$ cat src/rtl/cpu_pipeline_fwd_pkg.sv
// Shared types for the five-stage pipelined core: opcodes, ALU and
// forwarding selects, pipe-register control payloads and the decoder.
// Datapath-width fields (PC, operands, results) depend on module
// parameters and are carried beside these structs in the top level.
package cpu_pkg;

    localparam int unsigned INSTR_W   = 32;
    localparam int unsigned REG_IDX_W = 4;
    localparam int unsigned NUM_REGS  = 16;
    localparam int unsigned IMM_W     = 20;

    localparam logic [INSTR_W-1:0] NOP_INSTR = 32'h0000_0000;

    typedef enum logic [3:0] {
        OP_NOP  = 4'h0,
        OP_ADD  = 4'h1,
        OP_SUB  = 4'h2,
        OP_AND  = 4'h3,
        OP_OR   = 4'h4,
        OP_ADDI = 4'h5,
        OP_LDR  = 4'h6,
        OP_STR  = 4'h7,
        OP_B    = 4'h8,
        OP_BEQ  = 4'h9,
        OP_BNE  = 4'hA,
        OP_HALT = 4'hF
    } opcode_e;

    typedef enum logic [1:0] {
        ALU_ADD = 2'd0,
        ALU_SUB = 2'd1,
        ALU_AND = 2'd2,
        ALU_OR  = 2'd3
    } alu_op_e;

    typedef enum logic [1:0] {
        FWD_REG = 2'd0,
        FWD_MEM = 2'd1,
        FWD_WB  = 2'd2
    } fwd_sel_e;

    typedef struct packed {
        logic               valid;
        logic [INSTR_W-1:0] instr;
    } if_id_t;

    typedef struct packed {
        alu_op_e              alu_op;
        logic [REG_IDX_W-1:0] ra;
        logic [REG_IDX_W-1:0] rb;
        logic [REG_IDX_W-1:0] dst;
        logic                 use_ra;
        logic                 use_rb;
        logic                 use_imm;
        logic                 we;
        logic                 is_load;
        logic                 is_store;
        logic                 is_b;
        logic                 is_beq;
        logic                 is_bne;
        logic                 is_halt;
        logic [IMM_W-1:0]     imm;
    } id_ex_t;

    typedef struct packed {
        logic [REG_IDX_W-1:0] dst;
        logic                 we;
        logic                 is_load;
        logic                 is_store;
    } ex_mem_t;

    typedef struct packed {
        logic [REG_IDX_W-1:0] dst;
        logic                 we;
    } mem_wb_t;

    // Instruction decode; reserved opcodes fall through as NOP and a
    // write to r0 is dropped here so it never acts as a hazard source.
    function automatic id_ex_t decode(input logic [INSTR_W-1:0] instr);
        id_ex_t  d;
        opcode_e op;
        d      = '0;
        op     = opcode_e'(instr[31:28]);
        d.ra   = instr[27:24];
        d.rb   = instr[23:20];
        d.imm  = instr[19:0];
        case (op)
            OP_ADD, OP_SUB, OP_AND, OP_OR: begin
                d.use_ra = 1'b1;
                d.use_rb = 1'b1;
                d.we     = 1'b1;
                d.dst    = instr[19:16];
                case (op)
                    OP_SUB:  d.alu_op = ALU_SUB;
                    OP_AND:  d.alu_op = ALU_AND;
                    OP_OR:   d.alu_op = ALU_OR;
                    default: d.alu_op = ALU_ADD;
                endcase
            end
            OP_ADDI, OP_LDR: begin
                d.use_ra  = 1'b1;
                d.use_imm = 1'b1;
                d.we      = 1'b1;
                d.dst     = instr[23:20];
                d.is_load = (op == OP_LDR);
            end
            OP_STR: begin
                d.use_ra   = 1'b1;
                d.use_rb   = 1'b1;
                d.use_imm  = 1'b1;
                d.is_store = 1'b1;
            end
            OP_B:    d.is_b = 1'b1;
            OP_BEQ: begin
                d.use_ra = 1'b1;
                d.use_rb = 1'b1;
                d.is_beq = 1'b1;
            end
            OP_BNE: begin
                d.use_ra = 1'b1;
                d.use_rb = 1'b1;
                d.is_bne = 1'b1;
            end
            OP_HALT: d.is_halt = 1'b1;
            default: ;
        endcase
        d.we = d.we && (d.dst != '0);
        return d;
    endfunction

endpackage

$ cat src/rtl/cpu_pipeline_fwd_if.sv
// Memory-side bus of the core: instruction fetch port, data port and
// the halted status.
//   master: the core (drives addresses, store data/strobe, halted_o)
//   slave : the memory wrapper (drives instruction and load data)
interface cpu_pipeline_fwd_if #(
    parameter int unsigned DATA_W = 32,
    parameter int unsigned ADDR_W = 32
);
    logic [31:0]       inst_mem_data_i;
    logic [ADDR_W-1:0] inst_mem_address_o;
    logic [DATA_W-1:0] data_mem_out_data_i;
    logic [ADDR_W-1:0] data_mem_address_o;
    logic [DATA_W-1:0] data_mem_in_data_o;
    logic              data_mem_WE_o;
    logic              halted_o;

    modport master (
        input  inst_mem_data_i,
        input  data_mem_out_data_i,
        output inst_mem_address_o,
        output data_mem_address_o,
        output data_mem_in_data_o,
        output data_mem_WE_o,
        output halted_o
    );

    modport slave (
        output inst_mem_data_i,
        output data_mem_out_data_i,
        input  inst_mem_address_o,
        input  data_mem_address_o,
        input  data_mem_in_data_o,
        input  data_mem_WE_o,
        input  halted_o
    );
endinterface

$ cat src/rtl/cpu_pipeline_fwd_hazard.sv
// hazard_unit: combinational forwarding selects and stall/flush/halt
// controls for the pipeline.
//   id_*  : source indices/use flags of the instruction in ID
//   ex_*  : sources, destination and load flag of the instruction in EX
//   mem_* / wb_* : destinations of the instructions in MEM and WB
//   br_taken, ex_halt : redirect events resolved in EX
//   fwd_a_c/fwd_b_c : EX operand sources; stall_c/flush_c/halt_c controls
module hazard_unit
    import cpu_pkg::*;
#(
    parameter bit FORWARD_EN = 1'b1
) (
    input  logic [REG_IDX_W-1:0] id_ra,
    input  logic [REG_IDX_W-1:0] id_rb,
    input  logic                 id_use_ra,
    input  logic                 id_use_rb,
    input  logic [REG_IDX_W-1:0] ex_ra,
    input  logic [REG_IDX_W-1:0] ex_rb,
    input  logic                 ex_use_ra,
    input  logic                 ex_use_rb,
    input  logic [REG_IDX_W-1:0] ex_dst,
    input  logic                 ex_we,
    input  logic                 ex_is_load,
    input  logic [REG_IDX_W-1:0] mem_dst,
    input  logic                 mem_we,
    input  logic                 mem_is_load,
    input  logic [REG_IDX_W-1:0] wb_dst,
    input  logic                 wb_we,
    input  logic                 br_taken,
    input  logic                 ex_halt,
    output fwd_sel_e             fwd_a_c,
    output fwd_sel_e             fwd_b_c,
    output logic                 stall_c,
    output logic                 flush_c,
    output logic                 halt_c
);

    function automatic logic hits(input logic [REG_IDX_W-1:0] src,
                                  input logic                 use_src,
                                  input logic [REG_IDX_W-1:0] dst,
                                  input logic                 we);
        return use_src && we && (dst != '0) && (src == dst);
    endfunction

    // MEM wins over WB; a load in MEM never forwards (interlock covers it).
    function automatic fwd_sel_e pick(input logic [REG_IDX_W-1:0] src,
                                      input logic                 use_src);
        fwd_sel_e s;
        s = FWD_REG;
        if (hits(src, use_src, mem_dst, mem_we) && !mem_is_load) begin
            s = FWD_MEM;
        end else if (hits(src, use_src, wb_dst, wb_we)) begin
            s = FWD_WB;
        end
        return s;
    endfunction

    logic ex_dep;
    logic mem_dep;
    logic stall_req;

    // Stall/flush arbitration: a redirect in EX always overrides a stall.
    always_comb begin : ctrl
        fwd_a_c   = FWD_REG;
        fwd_b_c   = FWD_REG;
        ex_dep    = hits(id_ra, id_use_ra, ex_dst, ex_we) ||
                    hits(id_rb, id_use_rb, ex_dst, ex_we);
        mem_dep   = hits(id_ra, id_use_ra, mem_dst, mem_we) ||
                    hits(id_rb, id_use_rb, mem_dst, mem_we);
        if (FORWARD_EN) begin
            fwd_a_c   = pick(ex_ra, ex_use_ra);
            fwd_b_c   = pick(ex_rb, ex_use_rb);
            stall_req = ex_dep && ex_is_load;
        end else begin
            stall_req = ex_dep || mem_dep;
        end
        halt_c  = ex_halt;
        flush_c = br_taken || ex_halt;
        stall_c = stall_req && !flush_c;
    end

endmodule

$ cat src/rtl/cpu_pipeline_fwd.sv
// cpu_pipeline_fwd: five-stage IF/ID/EX/MEM/WB core with operand
// forwarding, load-use interlock, taken-branch flush and HALT.
//   CLK, RST_N : clock, asynchronous active-low reset
//   mem_if     : instruction/data memory bus (same-cycle read data),
//                store strobe/data/address from EX/MEM, halted_o
module cpu_pipeline_fwd
    import cpu_pkg::*;
#(
    parameter int unsigned       DATA_W     = 32,
    parameter int unsigned       ADDR_W     = 32,
    parameter logic [ADDR_W-1:0] RESET_PC   = '0,
    parameter bit                FORWARD_EN = 1'b1
) (
    input  logic               CLK,
    input  logic               RST_N,
    cpu_pipeline_fwd_if.master mem_if
);

    logic [ADDR_W-1:0] pc_q, pc_d;
    if_id_t            if_id_q, if_id_d;
    logic [ADDR_W-1:0] if_id_pc_q, if_id_pc_d;
    id_ex_t            id_ex_q, id_ex_d;
    logic [ADDR_W-1:0] id_ex_pc_q, id_ex_pc_d;
    logic [DATA_W-1:0] id_ex_a_q, id_ex_a_d, id_ex_b_q, id_ex_b_d;
    ex_mem_t           ex_mem_q, ex_mem_d;
    logic [DATA_W-1:0] ex_mem_alu_q, ex_mem_alu_d, ex_mem_sd_q, ex_mem_sd_d;
    mem_wb_t           mem_wb_q, mem_wb_d;
    logic [DATA_W-1:0] mem_wb_res_q, mem_wb_res_d;
    logic              halted_q, halted_d;
    logic [DATA_W-1:0] rf [NUM_REGS];

    id_ex_t            id_dec;
    logic [DATA_W-1:0] id_a, id_b;
    logic [DATA_W-1:0] op_a, op_b, alu_b, alu_res, imm_x;
    logic [ADDR_W-1:0] br_target;
    logic              br_taken;
    fwd_sel_e          fwd_a_c, fwd_b_c;
    logic              stall_c, flush_c, halt_c;

    // ID: decode and register read with write-through from WB.
    always_comb begin : id_stage
        id_dec = decode(if_id_q.instr);
        if (!if_id_q.valid) begin
            id_dec = '0;
        end
        id_a = rf[id_dec.ra];
        id_b = rf[id_dec.rb];
        if (mem_wb_q.we && (mem_wb_q.dst == id_dec.ra)) id_a = mem_wb_res_q;
        if (mem_wb_q.we && (mem_wb_q.dst == id_dec.rb)) id_b = mem_wb_res_q;
        if (id_dec.ra == '0) id_a = '0;
        if (id_dec.rb == '0) id_b = '0;
    end

    // EX: operand forwarding, ALU and branch resolution.
    always_comb begin : ex_stage
        case (fwd_a_c)
            FWD_MEM: op_a = ex_mem_alu_q;
            FWD_WB:  op_a = mem_wb_res_q;
            default: op_a = id_ex_a_q;
        endcase
        case (fwd_b_c)
            FWD_MEM: op_b = ex_mem_alu_q;
            FWD_WB:  op_b = mem_wb_res_q;
            default: op_b = id_ex_b_q;
        endcase
        imm_x = DATA_W'($signed(id_ex_q.imm));
        alu_b = id_ex_q.use_imm ? imm_x : op_b;
        case (id_ex_q.alu_op)
            ALU_SUB: alu_res = op_a - alu_b;
            ALU_AND: alu_res = op_a & alu_b;
            ALU_OR:  alu_res = op_a | alu_b;
            default: alu_res = op_a + alu_b;
        endcase
        br_taken  = id_ex_q.is_b ||
                    (id_ex_q.is_beq && (op_a == op_b)) ||
                    (id_ex_q.is_bne && (op_a != op_b));
        br_target = id_ex_pc_q + ADDR_W'($signed(id_ex_q.imm));
    end

    hazard_unit #(
        .FORWARD_EN (FORWARD_EN)
    ) u_hazard (
        .id_ra       (id_dec.ra),
        .id_rb       (id_dec.rb),
        .id_use_ra   (id_dec.use_ra),
        .id_use_rb   (id_dec.use_rb),
        .ex_ra       (id_ex_q.ra),
        .ex_rb       (id_ex_q.rb),
        .ex_use_ra   (id_ex_q.use_ra),
        .ex_use_rb   (id_ex_q.use_rb),
        .ex_dst      (id_ex_q.dst),
        .ex_we       (id_ex_q.we),
        .ex_is_load  (id_ex_q.is_load),
        .mem_dst     (ex_mem_q.dst),
        .mem_we      (ex_mem_q.we),
        .mem_is_load (ex_mem_q.is_load),
        .wb_dst      (mem_wb_q.dst),
        .wb_we       (mem_wb_q.we),
        .br_taken    (br_taken),
        .ex_halt     (id_ex_q.is_halt),
        .fwd_a_c     (fwd_a_c),
        .fwd_b_c     (fwd_b_c),
        .stall_c     (stall_c),
        .flush_c     (flush_c),
        .halt_c      (halt_c)
    );

    // Next-state for PC and pipe registers; MEM and WB always drain.
    always_comb begin : next_state
        pc_d         = pc_q;
        if_id_d      = if_id_q;
        if_id_pc_d   = if_id_pc_q;
        id_ex_d      = id_dec;
        id_ex_pc_d   = if_id_pc_q;
        id_ex_a_d    = id_a;
        id_ex_b_d    = id_b;
        halted_d     = halted_q;

        ex_mem_d.dst      = id_ex_q.dst;
        ex_mem_d.we       = id_ex_q.we;
        ex_mem_d.is_load  = id_ex_q.is_load;
        ex_mem_d.is_store = id_ex_q.is_store;
        ex_mem_alu_d      = alu_res;
        ex_mem_sd_d       = op_b;

        mem_wb_d.dst = ex_mem_q.dst;
        mem_wb_d.we  = ex_mem_q.we;
        mem_wb_res_d = ex_mem_q.is_load ? mem_if.data_mem_out_data_i : ex_mem_alu_q;

        if (halted_q || flush_c) begin
            // Redirect or halt: squash the two younger stages.
            if_id_d   = '{valid: 1'b0, instr: NOP_INSTR};
            id_ex_d   = '0;
            id_ex_a_d = '0;
            id_ex_b_d = '0;
            if (halt_c) begin
                halted_d = 1'b1;
            end else if (!halted_q) begin
                pc_d = br_target;
            end
        end else if (stall_c) begin
            id_ex_d   = '0;
            id_ex_a_d = '0;
            id_ex_b_d = '0;
        end else begin
            pc_d       = pc_q + ADDR_W'(1);
            if_id_d    = '{valid: 1'b1, instr: mem_if.inst_mem_data_i};
            if_id_pc_d = pc_q;
        end
    end

    // Pipe and PC registers.
    always_ff @(posedge CLK or negedge RST_N) begin : pipe_regs
        if (!RST_N) begin
            pc_q         <= RESET_PC;
            if_id_q      <= '{valid: 1'b0, instr: NOP_INSTR};
            if_id_pc_q   <= '0;
            id_ex_q      <= '0;
            id_ex_pc_q   <= '0;
            id_ex_a_q    <= '0;
            id_ex_b_q    <= '0;
            ex_mem_q     <= '0;
            ex_mem_alu_q <= '0;
            ex_mem_sd_q  <= '0;
            mem_wb_q     <= '0;
            mem_wb_res_q <= '0;
            halted_q     <= 1'b0;
        end else begin
            pc_q         <= pc_d;
            if_id_q      <= if_id_d;
            if_id_pc_q   <= if_id_pc_d;
            id_ex_q      <= id_ex_d;
            id_ex_pc_q   <= id_ex_pc_d;
            id_ex_a_q    <= id_ex_a_d;
            id_ex_b_q    <= id_ex_b_d;
            ex_mem_q     <= ex_mem_d;
            ex_mem_alu_q <= ex_mem_alu_d;
            ex_mem_sd_q  <= ex_mem_sd_d;
            mem_wb_q     <= mem_wb_d;
            mem_wb_res_q <= mem_wb_res_d;
            halted_q     <= halted_d;
        end
    end

    // Register file; r0 is never written.
    always_ff @(posedge CLK or negedge RST_N) begin : reg_file
        if (!RST_N) begin
            for (int i = 0; i < int'(NUM_REGS); i++) begin
                rf[i] <= '0;
            end
        end else if (mem_wb_q.we && (mem_wb_q.dst != '0)) begin
            rf[mem_wb_q.dst] <= mem_wb_res_q;
        end
    end

    assign mem_if.inst_mem_address_o = pc_q;
    assign mem_if.data_mem_address_o = ADDR_W'(ex_mem_alu_q);
    assign mem_if.data_mem_in_data_o = ex_mem_sd_q;
    assign mem_if.data_mem_WE_o      = ex_mem_q.is_store;
    assign mem_if.halted_o           = halted_q;

endmodule

$ cat src/flat_wrapper.sv
// flat-port wrapper written by rule: the top's interface ports become plain ports
module cpu_pipeline_fwd_flat import cpu_pkg::*;
#(
    parameter int unsigned       DATA_W     = 32,
    parameter int unsigned       ADDR_W     = 32,
    parameter logic [ADDR_W-1:0] RESET_PC   = '0,
    parameter bit                FORWARD_EN = 1'b1
)
  (CLK, RST_N, mem_if_inst_mem_data_i, mem_if_data_mem_out_data_i, mem_if_inst_mem_address_o, mem_if_data_mem_address_o, mem_if_data_mem_in_data_o, mem_if_data_mem_WE_o, mem_if_halted_o);
  cpu_pipeline_fwd_if #(.DATA_W(DATA_W), .ADDR_W(ADDR_W)) mem_if_i ();
  input  logic CLK;
  input  logic RST_N;
  input wire logic [$bits(mem_if_i.inst_mem_data_i)-1:0] mem_if_inst_mem_data_i;
  input wire logic [$bits(mem_if_i.data_mem_out_data_i)-1:0] mem_if_data_mem_out_data_i;
  output wire logic [$bits(mem_if_i.inst_mem_address_o)-1:0] mem_if_inst_mem_address_o;
  output wire logic [$bits(mem_if_i.data_mem_address_o)-1:0] mem_if_data_mem_address_o;
  output wire logic [$bits(mem_if_i.data_mem_in_data_o)-1:0] mem_if_data_mem_in_data_o;
  output wire logic [$bits(mem_if_i.data_mem_WE_o)-1:0] mem_if_data_mem_WE_o;
  output wire logic [$bits(mem_if_i.halted_o)-1:0] mem_if_halted_o;
  assign mem_if_i.inst_mem_data_i = mem_if_inst_mem_data_i;
  assign mem_if_i.data_mem_out_data_i = mem_if_data_mem_out_data_i;
  assign mem_if_inst_mem_address_o = mem_if_i.inst_mem_address_o;
  assign mem_if_data_mem_address_o = mem_if_i.data_mem_address_o;
  assign mem_if_data_mem_in_data_o = mem_if_i.data_mem_in_data_o;
  assign mem_if_data_mem_WE_o = mem_if_i.data_mem_WE_o;
  assign mem_if_halted_o = mem_if_i.halted_o;
  cpu_pipeline_fwd #(.DATA_W(DATA_W), .ADDR_W(ADDR_W), .RESET_PC(RESET_PC), .FORWARD_EN(FORWARD_EN)) u_core (.CLK(CLK), .RST_N(RST_N), .mem_if(mem_if_i));
endmodule
$ cat config.mk
export PLATFORM = sky130hd
export DESIGN_NAME = cpu_pipeline_fwd_flat
export DESIGN_NICKNAME = d
export VERILOG_FILES = /design/src/rtl/cpu_pipeline_fwd_pkg.sv /design/src/rtl/cpu_pipeline_fwd_if.sv /design/src/rtl/cpu_pipeline_fwd_hazard.sv /design/src/rtl/cpu_pipeline_fwd.sv /design/src/flat_wrapper.sv
export SDC_FILE = /design/constraint.sdc
export NUM_CORES = 2
export LEC_CHECK = 0
export BUFFER_PORTS_ARGS = -buffer_cell sky130_fd_sc_hd__buf_2
export CAP_MARGIN = 25
export CELL_PAD_IN_SITES_DETAIL_PLACEMENT = 0
export CELL_PAD_IN_SITES_GLOBAL_PLACEMENT = 2
export CORE_MARGIN = 2
export CORE_UTILIZATION = 40
export CTS_CLUSTER_SIZE = 16
export DETAILED_ROUTE_END_ITERATION = 10
export PLACE_DENSITY_LB_ADDON = 0.1
export SLEW_MARGIN = 20
export SYNTH_ARGS = -nofsm -noshare
export SYNTH_HDL_FRONTEND = slang
export SYNTH_HIERARCHICAL = 1
export SYNTH_SLANG_ARGS = --single-unit
$ cat constraint.sdc
create_clock -name CLK -period 7.53 [get_ports CLK]
set_input_delay 2.259 -clock CLK [delete_from_list [all_inputs] [get_ports CLK]]
set_output_delay 2.259 -clock CLK [all_outputs]
set_load 0.02 [all_outputs]
Word level (Yosys, flattened, before mapping)
Index checks and enable logic that the tools add are counted.
{ "totals": {"wordCells": 193, "register_bits": 858, "out_inout_bits": 98} }
{ "classes": {"n_addsub": 4, "reduce_logical": 51, "bitwise": 7, "eq_ne": 31, "order_cmp": 4, "n_mux": 48} }
{ "ops": {"columns": ["cell", "n"], "rows": [
  ["2-to-1 mux 32 bit", 19],
  ["bitwise mux 512 bit", 1],
  ["binary-select mux 32 bit (select 4 bit)", 2],
  ["2-to-1 mux 44 bit", 3],
  ["demux 32 bit (select 4 bit)", 1],
  ["one-hot mux 32 bit (2 select lines)", 2],
  ["one-hot mux 32 bit (3 select lines)", 1],
  ["2-to-1 mux 33 bit", 2],
  ["adder 32 bit", 2],
  ["adder 32 x 1 -> 32 bit, second input constant", 1],
  ["AND 32 bit", 1],
  ["equality test 32 bit", 1],
  ["equality test 4 bit", 8],
  ["inequality test 32 bit", 1],
  ["bitwise OR 32 bit", 1],
  ["subtractor 32 bit", 1],
  ["logical AND 1 bit", 29],
  ["equality test 4 x 3 -> 1 bit, second input constant", 4],
  ["equality test 4 bit, second input constant", 4],
  ["nonzero test 4 bit", 4],
  [">= comparator 5 bit, second input constant", 3],
  ["NOT 4 -> 5 bit", 3],
  ["2-to-1 mux 1 bit", 10],
  ["2-to-1 mux 2 bit", 5],
  ["20 further kinds", 36]
]} }

Logic depth before layout (Yosys ltp)
{ "logic_depth": {"word_depth": 16, "depth_mapped": 31, "ltp_nobuf": 28} }

Cells and area by module
The synthesis kept the hierarchy.
{ "by_module_without_submodules": {"columns": ["module", "cells_each", "area_each_um2", "seq_area_each_um2", "instances"], "rows": [
  ["cpu_pipeline_fwd", 4614, 46867.4, 21470.6, 1],
  ["hazard_unit", 49, 365.4, 0.0, 1]
]} }

Worst setup path before layout
Ideal clock, no wire load.
{ "synth_path": {"path_kind": "register -> register", "start": "register u_core/ex_mem_q[3] in the netlist's numbering", "end": "register u_core.ex_mem_alu_q[31] (netlist: u_core/mem_if.data_mem_address_o[31])", "t_required_ps": 7403, "t_arrival_ps": 5817, "setup_ps": 127, "n_path_buf": 4, "path_stages_with_launch": 31, "slack_ps": 1586, "synth_period_minus_slack_ps": 5944, "cell_sequence": "dfrtp_1 or4_1 nand3b_2 nor3_2 nor2_2 ha_1 buf_6 buf_6 buf_6 buf_6 nand2_1 o21ai_1 mux2i_1 ha_1 inv_1 nor3_1 nand2_1 or2_1 nor3_1 nor2_1 xnor2_1 ha_1 and4_1 a221o_1 a41o_1 a31oi_1 o21ai_0 a221oi_1 xor2_1 a21oi_1 nand3b_1"} }
{ "synth_between": {"elab_chain_len": 10, "elab_cells_between_ends": 23, "classes_between": "add/sub: 2; eq/ne: 6; mux: 6; bitwise: 2; reduce/logical: 7"} }
{ "synth_rtl": {"columns": ["element", "line", "source"], "rows": [
  ["start, declared", "cpu_pipeline_fwd.sv:25", "ex_mem_t ex_mem_q, ex_mem_d;"],
  ["start signal, assigned", "cpu_pipeline_fwd.sv:176", "ex_mem_q <= ex_mem_d;"],
  ["nonzero test 4 bit", "cpu_pipeline_fwd_hazard.sv:42", "return use_src && we && (dst != '0) && (src == dst);"],
  ["logical AND 1 bit", "cpu_pipeline_fwd_hazard.sv:42", null],
  ["logical AND 1 bit *", "cpu_pipeline_fwd_hazard.sv:42", null],
  ["logical AND 1 bit *", "cpu_pipeline_fwd_hazard.sv:50", "if (hits(src, use_src, mem_dst, mem_we) && !mem_is_load) begin"],
  ["2-to-1 mux 2 bit *", "cpu_pipeline_fwd_hazard.sv:50", null],
  ["via u_core.fwd_b_c[0]", "cpu_pipeline_fwd.sv:37", "fwd_sel_e fwd_a_c, fwd_b_c;"],
  ["equality test 2 bit or equality test 2 x 1 -> 1 bit (tied branches)", "cpu_pipeline_fwd.sv:61", "case (fwd_b_c)"],
  ["one-hot mux 32 bit (2 select lines) *", "cpu_pipeline_fwd.sv:61", null],
  ["via u_core.ex_mem_sd_d[0]", "cpu_pipeline_fwd.sv:26", "logic [DATA_W-1:0] ex_mem_alu_q, ex_mem_alu_d, ex_mem_sd_q, ex_mem_sd_d;"],
  ["2-to-1 mux 32 bit *", "cpu_pipeline_fwd.sv:67", "alu_b = id_ex_q.use_imm ? imm_x : op_b;"],
  ["adder 32 bit or subtractor 32 bit (tied branches)", "cpu_pipeline_fwd.sv:72, cpu_pipeline_fwd.sv:69", null],
  ["one-hot mux 32 bit (3 select lines) *", "cpu_pipeline_fwd.sv:68", "case (id_ex_q.alu_op)"],
  ["via u_core.alu_res[31]", "cpu_pipeline_fwd.sv:34", "logic [DATA_W-1:0] op_a, op_b, alu_b, alu_res, imm_x;"],
  ["end signal, assigned", "cpu_pipeline_fwd.sv:177", "ex_mem_alu_q <= ex_mem_alu_d;"],
  ["end, declared", "cpu_pipeline_fwd.sv:26", null]
]} }
The timed path passes the listed nets; every way through them passes the cells marked *.
A chain may end at the register's enable or synchronous reset.

Final worst setup path
{ "layout_path": {"start": "register u_core/mem_wb_q[2] in the netlist's numbering", "end": "register u_core.pc_q[16] (netlist: u_core/mem_if.inst_mem_address_o[16])"} }
{ "layout_between": {"elab_chain_len": 16, "elab_cells_between_ends": 32, "classes_between": "eq/ne: 11; mux: 7; reduce/logical: 14"} }
{ "layout_rtl": {"columns": ["element", "line", "source"], "rows": [
  ["start, declared", "cpu_pipeline_fwd.sv:27", "mem_wb_t mem_wb_q, mem_wb_d;"],
  ["start signal, assigned", "cpu_pipeline_fwd.sv:179", "mem_wb_q <= mem_wb_d;"],
  ["nonzero test 4 bit", "cpu_pipeline_fwd_hazard.sv:42", null],
  ["logical AND 1 bit", "cpu_pipeline_fwd_hazard.sv:42", null],
  ["logical AND 1 bit *", "cpu_pipeline_fwd_hazard.sv:42", null],
  ["2-to-1 mux 2 bit *", "cpu_pipeline_fwd_hazard.sv:52", "end else if (hits(src, use_src, wb_dst, wb_we)) begin"],
  ["2-to-1 mux 2 bit *", "cpu_pipeline_fwd_hazard.sv:50", null],
  ["via u_core.fwd_b_c[1]", "cpu_pipeline_fwd.sv:37", null],
  ["equality test 2 bit or equality test 2 x 1 -> 1 bit (tied branches)", "cpu_pipeline_fwd.sv:61", null],
  ["one-hot mux 32 bit (2 select lines) *", "cpu_pipeline_fwd.sv:61", null],
  ["[4 not listed]", null, null],
  ["via u_core.br_taken", "cpu_pipeline_fwd.sv:36", "logic br_taken;"],
  ["logical OR 1 bit *", "cpu_pipeline_fwd_hazard.sv:78", "flush_c = br_taken || ex_halt;"],
  ["via u_core.flush_c", "cpu_pipeline_fwd.sv:38", "logic stall_c, flush_c, halt_c;"],
  ["logical NOT 1 bit *", "cpu_pipeline_fwd_hazard.sv:79", "stall_c = stall_req && !flush_c;"],
  ["logical AND 1 bit *", "cpu_pipeline_fwd_hazard.sv:79", null],
  ["via u_core.stall_c", "cpu_pipeline_fwd.sv:38", null],
  ["inequality test 2 bit (no source line) *", null, null],
  ["AND reduction 3 bit (no source line) *", null, null],
  ["end signal, assigned", "cpu_pipeline_fwd.sv:169", "pc_q <= pc_d;"],
  ["end, declared", "cpu_pipeline_fwd.sv:19", "logic [ADDR_W-1:0] pc_q, pc_d;"]
]} }
Marks and branches as above.

==> reports/metrics.yaml <==
status:
  status: "finished clean"
routing:
  first_pass_iters: 7
  vias: 36500
  finalWirelength_mm: 168
  drtAntennaViolNets: 0
  routed_via_density: 5.87
  drt-initial-drc-count: 2773
  drc_errors: 0
  post_drt_wl_per_cell_um: 27.0
worst_setup_path:
  cp-start-kind: "flip-flop"
  arrival_ns: 7.68
  end_kind: "flip-flop"
  path_class: "reg -> reg"
  crit_start: "u_core/mem_wb_q[2]"
  required_ns: 8.10
  crit-reg2reg-launch: "u_core/mem_wb_q[2]"
  crit_fanout: 23
die:
  core_um2: 118000
  ios: 164
  die_w_um: 348
  initial_core_util_pct: 40.2
  std_cell_rows: 126
  die_area_um2: 121000
  die_y_um: 348
synthesis:
  syn_avg_cell_area_um2: 10.1
  yosys_warnings: 6
  synthMuxAreaShare_pct: 18.9
  synth_top_family_by_area: "multiplexers"
  synth_adder_area_share_pct: 2.64
  yosys.area_share.simple_pct: 12.1
  synth_nets: 4805
  synth_top_area_share_pct: 45.5
  async_reset_ff_share_pct: 100
  ys_ff_latch: 858
  yosysTopAreaCell: "dfrtp_1"
  seq_area_frac_synth_pct: 45.5
  synth_flop_cell: "dfrtp_1"
  synth-edff-count: 0
  synth_cells: 4663
  ys_types: 84
  syn_area_um2: 47200
  synthXorXnorAreaFrac_pct: 2.76
  synth_compound_area_share_pct: 14.0
  synthTopCellsByArea: "dfrtp_1 (45%), mux2_2 (13%), mux2i_1 (5.2%)"
clocking:
  cts-resized-gates: 0
  cts_buffers: 103
  cts_max_path_buffers: 3
  hold_buffers: 0
  cts_tree: "yes"
  cts_setup_buffers: 0
  cts_sinks: 858
  clk_pin_slew_ns: 0.06
  ctsRootBufferMaster: "clkbuf_16"
  insertion_delay_ns: 0.71
  cts_max_level: 3
finish:
  fill_cells: 11400
  register_area_um2: 21500
  final_cell_mix: "dfrtp_1 (848), nand2_1 (566), mux2_2 (527)"
  nNetsFinal: 4733
  layout_commonest_cell: "dfrtp_1"
  drive_gt1_share_pct: 22.6
  multi_input_area_um2: 24000
  areaGrowthSynthToFinish_pct: 12.0
hold_path:
  hold_start: "u_core/ex_mem_d[0]"
  hold_path.class: "reg -> reg"
grt:
  grt_overflow: 0
  grt_pass1_vias: 36800
  antenna_found_initial: 8
  grtUsageTotal_pct: 27.5
  grt_max_degree: 156
  grt_pass1_wl_mm: 249
sta:
  hold_viol: 0
  slew_viol_final: 0
  tightest_slew_ns: 1.07
  max_freq_mhz: 141
  setup-violations-final: 0
  grt_setup_unrepaired: "false"
  fin_crit_sh_pct: 94.5
  fin_crit_ns: 7.12
  tns_ns: 0
  clock_skew_ns: 0.0396
  relSlewSlack_pct: 28.7
power:
  vdd_drop_max_mv: 0.269
  power_switching_share_pct: 45.9
  p_total_w: 0.0269
  internal_power_w: 0.0145
  p_switching_w: 0.0123
  leakage_nw: 23.3
  p_per_area_nw_per_um2: 507
  p_seq_share_pct: 31.6
  combPwrFrac_pct: 49.1
  clkPwrFrac_pct: 19.3
placed_design:
  dp.final_hpwl_mm: 105
  globalplace.congestion: 0.885
  io_buffers: 163
run:
  maxCapViolCount: 0
sequential cells by signal, summed over array words and instances, names as in the netlist, 7 cells and up:
| register | cells |
|---|---|
| u_core/if_id_q | 33 |
| u_core/rf | 512 |
| u_core/id_ex_pc_d | 32 |
| u_core/id_ex_pc_q | 32 |
| u_core/ex_mem_d | 7 |
| u_core/id_ex_b_q | 32 |
| u_core/mem_wb_res_q | 32 |
| u_core/mem_if.inst_mem_address_o | 32 |
| u_core/id_ex_q | 37 |
| u_core/id_ex_a_q | 32 |
| u_core/mem_if.data_mem_address_o | 32 |
| u_core/mem_if.data_mem_in_data_o | 32 |
critical path, stage by stage, from the launching register on:
cell	delay [ns]
dfrtp_2	0.50
o41ai_1	0.51
nor4_1	0.13
nand3_1	0.28
nor2_2	0.07
ha_2	0.60
buf_4	0.31
buf_4	0.29
nor2_1	0.07
a21oi_1	0.44
xnor2_1	0.21
nor4_1	0.33
nand2_1	0.10
nor3_1	0.65
a21boi_0	0.18
a311o_1	0.39
or2_1	0.25
or3_1	0.42
a21oi_4	0.28
nand2_1	0.08
nand2_1	0.52
nor2_1	0.11
o211ai_1	0.18
a21oi_1	0.05
logic make-up (layout without fill, tap and decap cells):
logic type	count (synthesis)	in the layout
and+or+nand+nor	1229	1229
other	0	1
xor gates and xnor gates	149	149
DFF	858	858
buffers and inverters	495	510
adders and majority gates	104	104
AOI/OAI and AO/OA	1033	1033
muxes	795	795
power by group through the flow:
stage                     combinational [W]  sequential [W]  clock [W]
after floorplan                     0.00920         0.00753          0
after global placement               0.0131         0.00854          0
after detailed placement             0.0131         0.00856          0
after CTS                            0.0132         0.00848    0.00534
after global routing                 0.0143         0.00872    0.00551
final                                0.0132         0.00848    0.00519
layer usage:
layer  vias up  GRT usage, %  share of wire, %
met5         -             0                 0
met4         0          9.20               3.4
met3       260          2.97               4.0
met2       944          45.9                48
met1     18700          37.3                44
li1      16600             -                 -
cell usage after synthesis, types with 11 or more instances:
cell      instances
nand4_1          15
mux4_2           24
inv_1            57
mux2i_1         244
a21oi_1         271
buf_1            57
o21a_1           13
a31oi_1         143
nor2b_1         181
a22oi_1          66
a211oi_1        131
xor2_1           52
mux2_2          527
nor2_1          178
o21ai_0         140
or3_1            12
nor3_1          110
a221oi_1         83
nor4_1           11
clkbuf_1        361
a21o_1           33
ha_1             74
and3_1           39
maj3_1           28
dfrtp_1         858
o22ai_1          80
xnor2_1          97
o21ai_1          11
nand3_1          34
nand2_1         574
nand2b_1         19
worst paths after layout:
kind	endpoint	cells after the start	slack (ns)
max	u_core/mem_if.inst_mem_address_o[16]	23	0.41
min	u_core/mem_if.data_mem_WE_o	0	0.35
max reg2reg	u_core/mem_if.inst_mem_address_o[16]	23	0.41
min reg2reg	u_core/mem_if.data_mem_WE_o	0	0.35
max in group asynchronous	u_core/rf[281]	2	4.43
min in group asynchronous	u_core/mem_if.data_mem_address_o[3]	1	1.59
stage by stage:
step	worst slack [ns]	cells	util, %	hold WS (ns)	area, um^2
detailed placement	0.329	6020	42.0	0.342	49400
floorplan	1.59	4663	-	0.331	47200
global placement	0.360	6020	42.0	0.337	49400
finish	0.413	6215	45.0	0.346	52900
CTS	0.313	6212	45.0	0.350	52900
global route	0.0595	6214	45.0	0.359	52900
area by class of cell:
type | count | share of cell area [%]
multi-input cells | 3310 | 45.4
flip-flops and latches | 858 | 40.6
clock buffers | 146 | 5.59
well taps | 1536 | 3.63
repair buffers | 258 | 3.24
clock inverters | 46 | 1.07
inverters | 60 | 0.449
diodes | 1 | 0.00473
Power figures use the tool's default switching activity.
